File: src/rtl/bldc_sampler_pkg.sv
// rtl/bldc_sampler_pkg.sv - shared state type, default widths and delta arithmetic for the count sampler
package bldc_sampler_pkg;

    typedef enum logic [1:0] {
        ST_EMPTY = 2'd0,
        ST_FULL  = 2'd1,
        ST_OVR   = 2'd2
    } sample_state_e;

    localparam int ENC_W_DEFAULT  = 15;
    localparam int HALL_W_DEFAULT = 7;

    // Values travel in 32-bit containers and w (2..31) selects the working width.
    // Difference of two free-running W-bit counts, reduced modulo 2^w and
    // returned sign-extended so the caller can truncate back to w bits.
    function automatic logic signed [31:0] wrap_delta(input logic [31:0] cur,
                                                      input logic [31:0] prev,
                                                      input int unsigned w);
        logic [31:0] mask;
        logic [31:0] d;
        mask = (32'd1 << w) - 32'd1;
        d    = (cur - prev) & mask;
        if (((d >> (w - 1)) & 32'd1) != 32'd0) begin
            d = d | ~mask;
        end
        return $signed(d);
    endfunction

    // Signed add of two sign-extended w-bit values, clamped to the w-bit range.
    // The sum of two w-bit values needs at most w+1 significant bits.
    function automatic logic signed [31:0] sat_add(input logic signed [31:0] a,
                                                   input logic signed [31:0] b,
                                                   input int unsigned w);
        logic signed [31:0] sum;
        logic signed [31:0] max_v;
        logic signed [31:0] min_v;
        max_v = $signed((32'd1 << (w - 1)) - 32'd1);
        min_v = -max_v - 32'sd1;
        sum   = a + b;
        if (sum > max_v) begin
            return max_v;
        end
        if (sum < min_v) begin
            return min_v;
        end
        return sum;
    endfunction

endpackage

File: src/rtl/bldc_count_sampler_if.sv
// rtl/bldc_count_sampler_if.sv - count inputs and sample handshake bundle for the count sampler
//   slave : sampler side (counts/en/ack in, sample outputs out)
//   master: motor block + register layer side
interface bldc_count_sampler_if
    import bldc_sampler_pkg::*;
#(
    parameter int ENCODER_COUNT_WIDTH = ENC_W_DEFAULT,
    parameter int HALL_COUNT_WIDTH    = HALL_W_DEFAULT
);
    logic                           en;
    logic                           counts_cleared;
    logic [ENCODER_COUNT_WIDTH-1:0] enc_count;
    logic [HALL_COUNT_WIDTH-1:0]    hall_count;
    logic                           sample_ack;
    logic                           sample_valid;
    logic [ENCODER_COUNT_WIDTH-1:0] enc_delta;
    logic [HALL_COUNT_WIDTH-1:0]    hall_delta;
    logic [7:0]                     sample_seq;
    logic                           overrun;
    logic                           stall;

    modport slave (
        input  en, counts_cleared, enc_count, hall_count, sample_ack,
        output sample_valid, enc_delta, hall_delta, sample_seq, overrun, stall
    );

    modport master (
        output en, counts_cleared, enc_count, hall_count, sample_ack,
        input  sample_valid, enc_delta, hall_delta, sample_seq, overrun, stall
    );
endinterface

File: src/rtl/bldc_sample_timer.sv
// rtl/bldc_sample_timer.sv - free-running sample period counter with one-cycle terminal-count tick
//   clk, reset : clock, synchronous active-high reset
//   tick_o     : high for one cycle when the counter sits at SAMPLE_PERIOD-1
module bldc_sample_timer #(
    parameter int SAMPLE_PERIOD = 18432
) (
    input  logic clk,
    input  logic reset,
    output logic tick_o
);
    localparam int CW = $clog2(SAMPLE_PERIOD);
    localparam logic [CW-1:0] LAST = CW'(SAMPLE_PERIOD - 1);

    logic [CW-1:0] cnt_q;
    logic [CW-1:0] cnt_d;

    assign tick_o = (cnt_q == LAST);

    always_comb begin
        cnt_d = tick_o ? '0 : cnt_q + CW'(1);
    end

    always_ff @(posedge clk) begin
        if (reset) begin
            cnt_q <= '0;
        end else begin
            cnt_q <= cnt_d;
        end
    end
endmodule

File: src/rtl/bldc_count_sampler.sv
// rtl/bldc_count_sampler.sv - periodic signed delta sampler for BLDC encoder/hall counts with overrun and stall flags
//   clk, reset : clock, synchronous active-high reset
//   bus        : slave side of bldc_count_sampler_if (counts in, deltas/seq/flags out, valid/ack)
module bldc_count_sampler
    import bldc_sampler_pkg::*;
#(
    parameter int ENCODER_COUNT_WIDTH = ENC_W_DEFAULT,
    parameter int HALL_COUNT_WIDTH    = HALL_W_DEFAULT,
    parameter int SAMPLE_PERIOD       = 18432,
    parameter int STALL_LIMIT         = 100
) (
    input  logic                 clk,
    input  logic                 reset,
    bldc_count_sampler_if.slave  bus
);
    localparam int EW = ENCODER_COUNT_WIDTH;
    localparam int HW = HALL_COUNT_WIDTH;
    localparam int ZW = $clog2(STALL_LIMIT + 1);
    localparam logic [ZW-1:0] ZLIM = ZW'(STALL_LIMIT);

    logic tick;

    sample_state_e        state_q, state_d;
    logic signed [EW-1:0] enc_delta_q, enc_delta_d;
    logic signed [HW-1:0] hall_delta_q, hall_delta_d;
    logic [EW-1:0]        prev_enc_q, prev_enc_d;
    logic [HW-1:0]        prev_hall_q, prev_hall_d;
    logic [7:0]           seq_q, seq_d;
    logic [ZW-1:0]        zero_run_q, zero_run_d;

    logic signed [EW-1:0] enc_raw, enc_sum;
    logic signed [HW-1:0] hall_raw, hall_sum;

    bldc_sample_timer #(
        .SAMPLE_PERIOD(SAMPLE_PERIOD)
    ) u_timer (
        .clk   (clk),
        .reset (reset),
        .tick_o(tick)
    );

    always_comb begin
        enc_raw  = EW'(wrap_delta(32'(bus.enc_count), 32'(prev_enc_q), EW));
        hall_raw = HW'(wrap_delta(32'(bus.hall_count), 32'(prev_hall_q), HW));
        enc_sum  = EW'(sat_add(32'(enc_delta_q), 32'(enc_raw), EW));
        hall_sum = HW'(sat_add(32'(hall_delta_q), 32'(hall_raw), HW));
    end

    // Handshake FSM: a tick with ack pending replaces the held sample rather
    // than merging into it, because the host has already taken the old one.
    always_comb begin
        state_d      = state_q;
        enc_delta_d  = enc_delta_q;
        hall_delta_d = hall_delta_q;
        case (state_q)
            ST_EMPTY: begin
                if (tick) begin
                    enc_delta_d  = enc_raw;
                    hall_delta_d = hall_raw;
                    state_d      = ST_FULL;
                end
            end
            ST_FULL, ST_OVR: begin
                if (tick && bus.sample_ack) begin
                    enc_delta_d  = enc_raw;
                    hall_delta_d = hall_raw;
                    state_d      = ST_FULL;
                end else if (tick) begin
                    enc_delta_d  = enc_sum;
                    hall_delta_d = hall_sum;
                    state_d      = ST_OVR;
                end else if (bus.sample_ack) begin
                    state_d      = ST_EMPTY;
                end
            end
            default: state_d = ST_EMPTY;
        endcase
    end

    always_comb begin
        seq_d = tick ? seq_q + 8'd1 : seq_q;

        // An upstream counter clear wins over the tick reload; the delta
        // captured in that same cycle still used the old prev value.
        prev_enc_d  = prev_enc_q;
        prev_hall_d = prev_hall_q;
        if (bus.counts_cleared) begin
            prev_enc_d  = '0;
            prev_hall_d = '0;
        end else if (tick) begin
            prev_enc_d  = bus.enc_count;
            prev_hall_d = bus.hall_count;
        end

        zero_run_d = zero_run_q;
        if (!bus.en) begin
            zero_run_d = '0;
        end else if (tick) begin
            if (hall_raw != '0) begin
                zero_run_d = '0;
            end else if (zero_run_q < ZLIM) begin
                zero_run_d = zero_run_q + ZW'(1);
            end
        end
    end

    always_ff @(posedge clk) begin
        if (reset) begin
            state_q      <= ST_EMPTY;
            enc_delta_q  <= '0;
            hall_delta_q <= '0;
            seq_q        <= '0;
            zero_run_q   <= '0;
            // First delta after reset is measured from the counts present now.
            prev_enc_q   <= bus.enc_count;
            prev_hall_q  <= bus.hall_count;
        end else begin
            state_q      <= state_d;
            enc_delta_q  <= enc_delta_d;
            hall_delta_q <= hall_delta_d;
            seq_q        <= seq_d;
            zero_run_q   <= zero_run_d;
            prev_enc_q   <= prev_enc_d;
            prev_hall_q  <= prev_hall_d;
        end
    end

    assign bus.sample_valid = (state_q != ST_EMPTY);
    assign bus.overrun      = (state_q == ST_OVR);
    assign bus.enc_delta    = enc_delta_q;
    assign bus.hall_delta   = hall_delta_q;
    assign bus.sample_seq   = seq_q;
    assign bus.stall        = (zero_run_q >= ZLIM);
endmodule

File: src/flat_wrapper.sv
// flat-port wrapper written by rule: the top's interface ports become plain ports
module bldc_count_sampler_flat import bldc_sampler_pkg::*;
#(
    parameter int ENCODER_COUNT_WIDTH = ENC_W_DEFAULT,
    parameter int HALL_COUNT_WIDTH    = HALL_W_DEFAULT,
    parameter int SAMPLE_PERIOD       = 18432,
    parameter int STALL_LIMIT         = 100
)
  (clk, reset, bus_en, bus_counts_cleared, bus_enc_count, bus_hall_count, bus_sample_ack, bus_sample_valid, bus_enc_delta, bus_hall_delta, bus_sample_seq, bus_overrun, bus_stall);
  bldc_count_sampler_if #(.ENCODER_COUNT_WIDTH(ENCODER_COUNT_WIDTH), .HALL_COUNT_WIDTH(HALL_COUNT_WIDTH)) bus_i ();
  input  logic clk;
  input  logic reset;
  input wire logic [$bits(bus_i.en)-1:0] bus_en;
  input wire logic [$bits(bus_i.counts_cleared)-1:0] bus_counts_cleared;
  input wire logic [$bits(bus_i.enc_count)-1:0] bus_enc_count;
  input wire logic [$bits(bus_i.hall_count)-1:0] bus_hall_count;
  input wire logic [$bits(bus_i.sample_ack)-1:0] bus_sample_ack;
  output wire logic [$bits(bus_i.sample_valid)-1:0] bus_sample_valid;
  output wire logic [$bits(bus_i.enc_delta)-1:0] bus_enc_delta;
  output wire logic [$bits(bus_i.hall_delta)-1:0] bus_hall_delta;
  output wire logic [$bits(bus_i.sample_seq)-1:0] bus_sample_seq;
  output wire logic [$bits(bus_i.overrun)-1:0] bus_overrun;
  output wire logic [$bits(bus_i.stall)-1:0] bus_stall;
  assign bus_i.en = bus_en;
  assign bus_i.counts_cleared = bus_counts_cleared;
  assign bus_i.enc_count = bus_enc_count;
  assign bus_i.hall_count = bus_hall_count;
  assign bus_i.sample_ack = bus_sample_ack;
  assign bus_sample_valid = bus_i.sample_valid;
  assign bus_enc_delta = bus_i.enc_delta;
  assign bus_hall_delta = bus_i.hall_delta;
  assign bus_sample_seq = bus_i.sample_seq;
  assign bus_overrun = bus_i.overrun;
  assign bus_stall = bus_i.stall;
  bldc_count_sampler #(.ENCODER_COUNT_WIDTH(ENCODER_COUNT_WIDTH), .HALL_COUNT_WIDTH(HALL_COUNT_WIDTH), .SAMPLE_PERIOD(SAMPLE_PERIOD), .STALL_LIMIT(STALL_LIMIT)) u_core (.clk(clk), .reset(reset), .bus(bus_i));
endmodule
File: config.mk
export PLATFORM = sky130hd
export DESIGN_NAME = bldc_count_sampler_flat
export DESIGN_NICKNAME = d
export VERILOG_FILES = /design/src/rtl/bldc_sampler_pkg.sv /design/src/rtl/bldc_count_sampler_if.sv /design/src/rtl/bldc_sample_timer.sv /design/src/rtl/bldc_count_sampler.sv /design/src/flat_wrapper.sv
export SDC_FILE = /design/constraint.sdc
export NUM_CORES = 1
export LEC_CHECK = 0
export ABC_AREA = 1
export BUFFER_PORTS_ARGS = -buffer_cell sky130_fd_sc_hd__clkbuf_2
export CAP_MARGIN = 10
export CORE_MARGIN = 1
export CORE_UTILIZATION = 35
export CTS_BUF_LIST = sky130_fd_sc_hd__clkbuf_4 sky130_fd_sc_hd__clkbuf_8 sky130_fd_sc_hd__clkbuf_16
export DETAILED_ROUTE_END_ITERATION = 10
export GPL_TIMING_DRIVEN = 0
export PLACE_DENSITY = 0.5
export SLEW_MARGIN = 20
export SYNTH_ARGS = -nofsm -noshare
export SYNTH_HDL_FRONTEND = slang
export SYNTH_HIERARCHICAL = 1
export SYNTH_SLANG_ARGS = --single-unit
File: constraint.sdc
create_clock -name clk -period 6.9 [get_ports clk]
set_input_delay 0.69 -clock clk [delete_from_list [all_inputs] [get_ports clk]]
set_output_delay 0.69 -clock clk [all_outputs]
set_load 0.03 [all_outputs]
==> results by stage <==
Drt:
- The iteration-0 DRC count of the detailed router is 223.
- After detailed routing, the number of vias per cell comes to 4.70.
- Before antenna repair, the detailed router went through 6 iterations.
- The total length of routed wires is 15600 um.
- For this run, design rule violations remaining after detail routing come to 0.
- The post-route antenna net violation count is 0.
- The count of vias placed by the detailed router is 5602.
- In the final routed layout, each cell accounts on average for around 13 um.

Floorplanning:
- For this configuration, the core starts out at a cell density of 36.2%.
- The floorplan step set the die width to 134 um.
- The core outline area is 16800 um^2.
- The floorplan step defined a die boundary enclosing 17900 um^2.
- The number of ports placed on the die boundary is 60.
- After floorplanning, the core was divided into 47 placement rows.
- The die boundary height is 134 um.

Critical path:
- Data arrives at the worst endpoint at 4.09 ns.
- The largest stage delay on the critical path is roughly 0.41 ns.
- The worst path required time is 7.11 ns.
- The largest fanout on the critical path is 10.
- The cell count of the worst reg-to-reg path is 24.
- The kind of critical path is in2reg.
- The launch point of the critical path is bus_enc_count[0].
- The number of buffers and inverters on the critical path is 4.
- The launch point of the worst reg-to-reg path is u_core/prev_enc_q[0].
- Among cell families on the critical path, the largest total delay comes from simple AND/OR/NAND/NOR gates.
- STA classifies the critical path endpoint as a register.
- The destination of the worst register-to-register timing path is u_core/bus.enc_delta[9].
- The startpoint type of the worst setup path is an input port.
- For flop-to-flop paths, the worst setup slack is 3.15 ns.
- The most numerous cell type found on the critical path is nand2_1.
- The slowest cell on the critical path is fa_1.

Power:
- The power density of the placed cells is 199 nW/um^2.
- The worst-case IR drop observed on VDD is ~0.12 mV.
- After layout, the design draws a total of between 1000 and 1500 uW.
- The standby leakage power is 0.00342 uW.

Yosys:
- Synthesis instantiated 42 different standard cells from the library.
- The number of warnings reported in the yosys synthesis log is 6.
- Synthesis produced a netlist whose cell count is roughly 900.
- The synthesized netlist occupies a cell area of 6070 um^2.
- The count of state elements after synthesis is 76.
- The average instance in the mapped netlist occupies 6.76 um^2.
- The net count after synthesis is 980.
- Summed over its instances, the top area cell type makes up between 10% and 20% of the synthesized netlist area.
- In the post-synthesis netlist, the biggest area contributors are dfxtp_1, nand2_1, edfxtp_1, ha_1, inv_1.
- The synthesized design spends more area on one cell type than any other, namely dfxtp_1.
- The proportion of synthesized chip area in sequential cells is 28.7%.

Finish:
- In the layout the commonest cells are nand2_1, inv_1, nor2_1, nand3_1, a21oi_1.
- The area overhead of the layout relative to synthesis is 14.7%.
- The total number of nets in the final design is 1050.
- Leaving out fill and tap cells, the most frequent cell in the layout is nand2_1.
- The number of diodes added for antenna fixing is 0.
- Of the cells placed in the final design, the portion with a size suffix greater than 1 is 13.8%.

Min path:
- Along the worst hold path, the cell count comes to 1.
- The type of the most critical hold path is reg2reg.
- The end point of the worst hold path is u_core/bus.sample_seq[7].
- The beginning of the worst hold path is u_core/bus.sample_seq[7].

Clock tree:
- Buffers inserted during clock tree synthesis total 9.
- The number of H-tree levels is 3.
- The count of cells resized by post-cts repair is 0.
- The later pin in the worst-skew pair is clocked with a latency of 0.34 ns.
- In this run the post-CTS setup repair buffer count came out at 0.
- Hold repair after CTS inserted 0 buffers.
- Counting every sink on the clock net gives 76.
- The clock passes through at most 2 buffers.
- CTS placed an instance of clkbuf_16 at the clock tree root.
- TritonCTS built the clock tree.
- After clock tree synthesis, the clock-pin slew on the worst setup and hold paths is about 0.070 ns.

STA:
- The share of the clock period used by the worst path is a little under three fifths.
- Derived from the worst setup path, the maximum achievable clock frequency is between 200 and 300 MHz.
- The final hold violation count is 0.
- Setup violations remaining at the end of the flow were counted as 0.
- Hold timing on the final database bottoms out at a slack of 0.462 ns.
- The worst clock skew is 0.00719 ns.
- The shortest clock period the worst path allows after layout is just under 4 ns.
- Setup repair after global routing left no endpoint under its margin.
- Setup total negative slack on the finished layout was measured at 0 ns.
- In this run the tightest slew margin relative to its limit is 59.7%.
- For the pin with the worst max-slew slack, the measured transition is between 0.6 and 0.7 ns.
- The final number of max-transition violations came to 0.

Place:
- The number of input and output port buffers inserted is 59.
- The routability-driven placement congestion ratio is 0.869.
- Detailed placement ended at an HPWL of 12500 um.

Global routing:
- The global-route wire length before repair is approximately 26000 um.
- The total overflow left after global routing is 0.
- The number of global-route vias before repair is between 5000 and 6000.
- The initial antenna violation count came to 0.
- The maximum number of pins on one net before global-route repair is 23.
- The global-route usage over all layers is 18.2%.

Outcome:
- The flow ran to the end, and the final reports show no timing, DRC or antenna violations.

Flow run:
- Across the run, the number of max-cap violations was 0.
-- per-layer routing --
layer | up-vias | share of wire (%) | track usage, %
li1 | 3031 | - | -
met5 | - | 0 | 0
met3 | 12 | 3.9 | 4.72
met1 | 2483 | 49 | 23.6
met4 | 0 | 1.0 | 4.92
met2 | 76 | 46 | 29.5
-- sequential cells by signal, indices dropped and copies added (netlist names) --
signal	cells
u_core/bus.enc_delta	15
u_core/bus.hall_delta	7
u_core/bus.sample_seq	8
u_core/prev_enc_q	15
u_core/prev_hall_q	7
u_core/state_q	2
u_core/u_timer/cnt_q	15
u_core/zero_run_q	7
-- power breakdown --
part           internal [uW]  leakage, uW  switching (uW)  total, uW
sequential               474     0.000667            4.68        478
combinational            139      0.00259             260        399
clock                    305     0.000156             205        510
-- worst reg2reg max path: stages (launching register included) --
cell and delay (ns):
edfxtp_1 0.36, ha_1 0.23, fa_1 0.41, inv_1 0.10, nand3_1 0.07, nand2_1 0.14
nand3_1 0.08, nand2_1 0.12, nand3_1 0.10, a21o_1 0.19, nand2_1 0.10, ha_1 0.26
nand2_1 0.09, nand2_1 0.10, nand2_1 0.12, nand2_1 0.06, a21oi_1 0.23, nand2_1 0.11
nand2_1 0.08, nand2_2 0.09, a21oi_2 0.20, buf_6 0.18, nand2_1 0.07, nand2_1 0.07
a21oi_1 0.06
-- logic make-up (layout without fill, tap and decap cells) --
group	after synthesis	in the layout	share of synthesized area, %
buf+inv	160	235	10.4
flops	76	76	28.7
compound gates	117	117	10.8
xor+xnor	34	34	4.90
simple gates	456	456	33.3
fa+ha+maj	55	55	11.8
-- metrics by stage --
step / setup WS [ns] / area (um^2) / cells / utilization (%)
global placement: 2.67 / 6640 / 1177 / 39.6
floorplan: 3.31 / 6070 / 898 / -
finish: 3.02 / 6970 / 1193 / 41.6
detailed placement: 2.66 / 6640 / 1177 / 39.6
global route: 2.64 / 6970 / 1193 / 41.6
CTS: 3.02 / 6960 / 1193 / 41.5
-- Yosys cell counts --
master    instances
a211oi_1          1
a21boi_0          1
a21o_1            2
a21oi_1          71
a21oi_2          10
a31oi_1           2
and2_1            1
and3_1            1
buf_12            1
buf_2             2
buf_6             2
clkbuf_1         11
clkinv_1          1
dfxtp_1          54
edfxtp_1         22
fa_1              4
ha_1             51
inv_1           138
inv_2             5
nand2_1         220
nand2_2          13
nand2_4           2
nand3_1          80
nand3_2           3
nand3b_1          4
nand4_1          18
nor2_1           81
nor2_2           10
nor2_4            2
nor3_1           11
nor4_1            1
o211ai_1          2
o21a_1            1
o21ai_0          21
o21ai_1           1
o21bai_1          3
o311a_1           1
o31ai_1           1
or2_0             1
or2_2             8
xnor2_1          10
xor2_1           24
-- how the worst max path moves through the flow --
stage,cells after the start,slack [ns],end
3_5_place_dp,26,2.66,u_core/bus.enc_delta[10]
2_1_floorplan,25,3.31,u_core/bus.enc_delta[1]
6_report,26,3.02,u_core/bus.enc_delta[9]
5_1_grt,26,2.64,u_core/bus.enc_delta[10]
3_3_place_gp,26,2.67,u_core/bus.enc_delta[13]
4_1_cts,26,3.02,u_core/bus.enc_delta[10]
-- cell type report --
class                   instances  area [um^2]
clock inverters                 6         68.8
inverters                     144          541
plain buffers                  16         93.8
multi-input cells             662         3700
well taps                     220          275
flip-flops and latches         76         1740
repair buffers                 59          295
fillers                      1829         9790
clock buffers                  10          250
(Power assumes the default switching activity.)
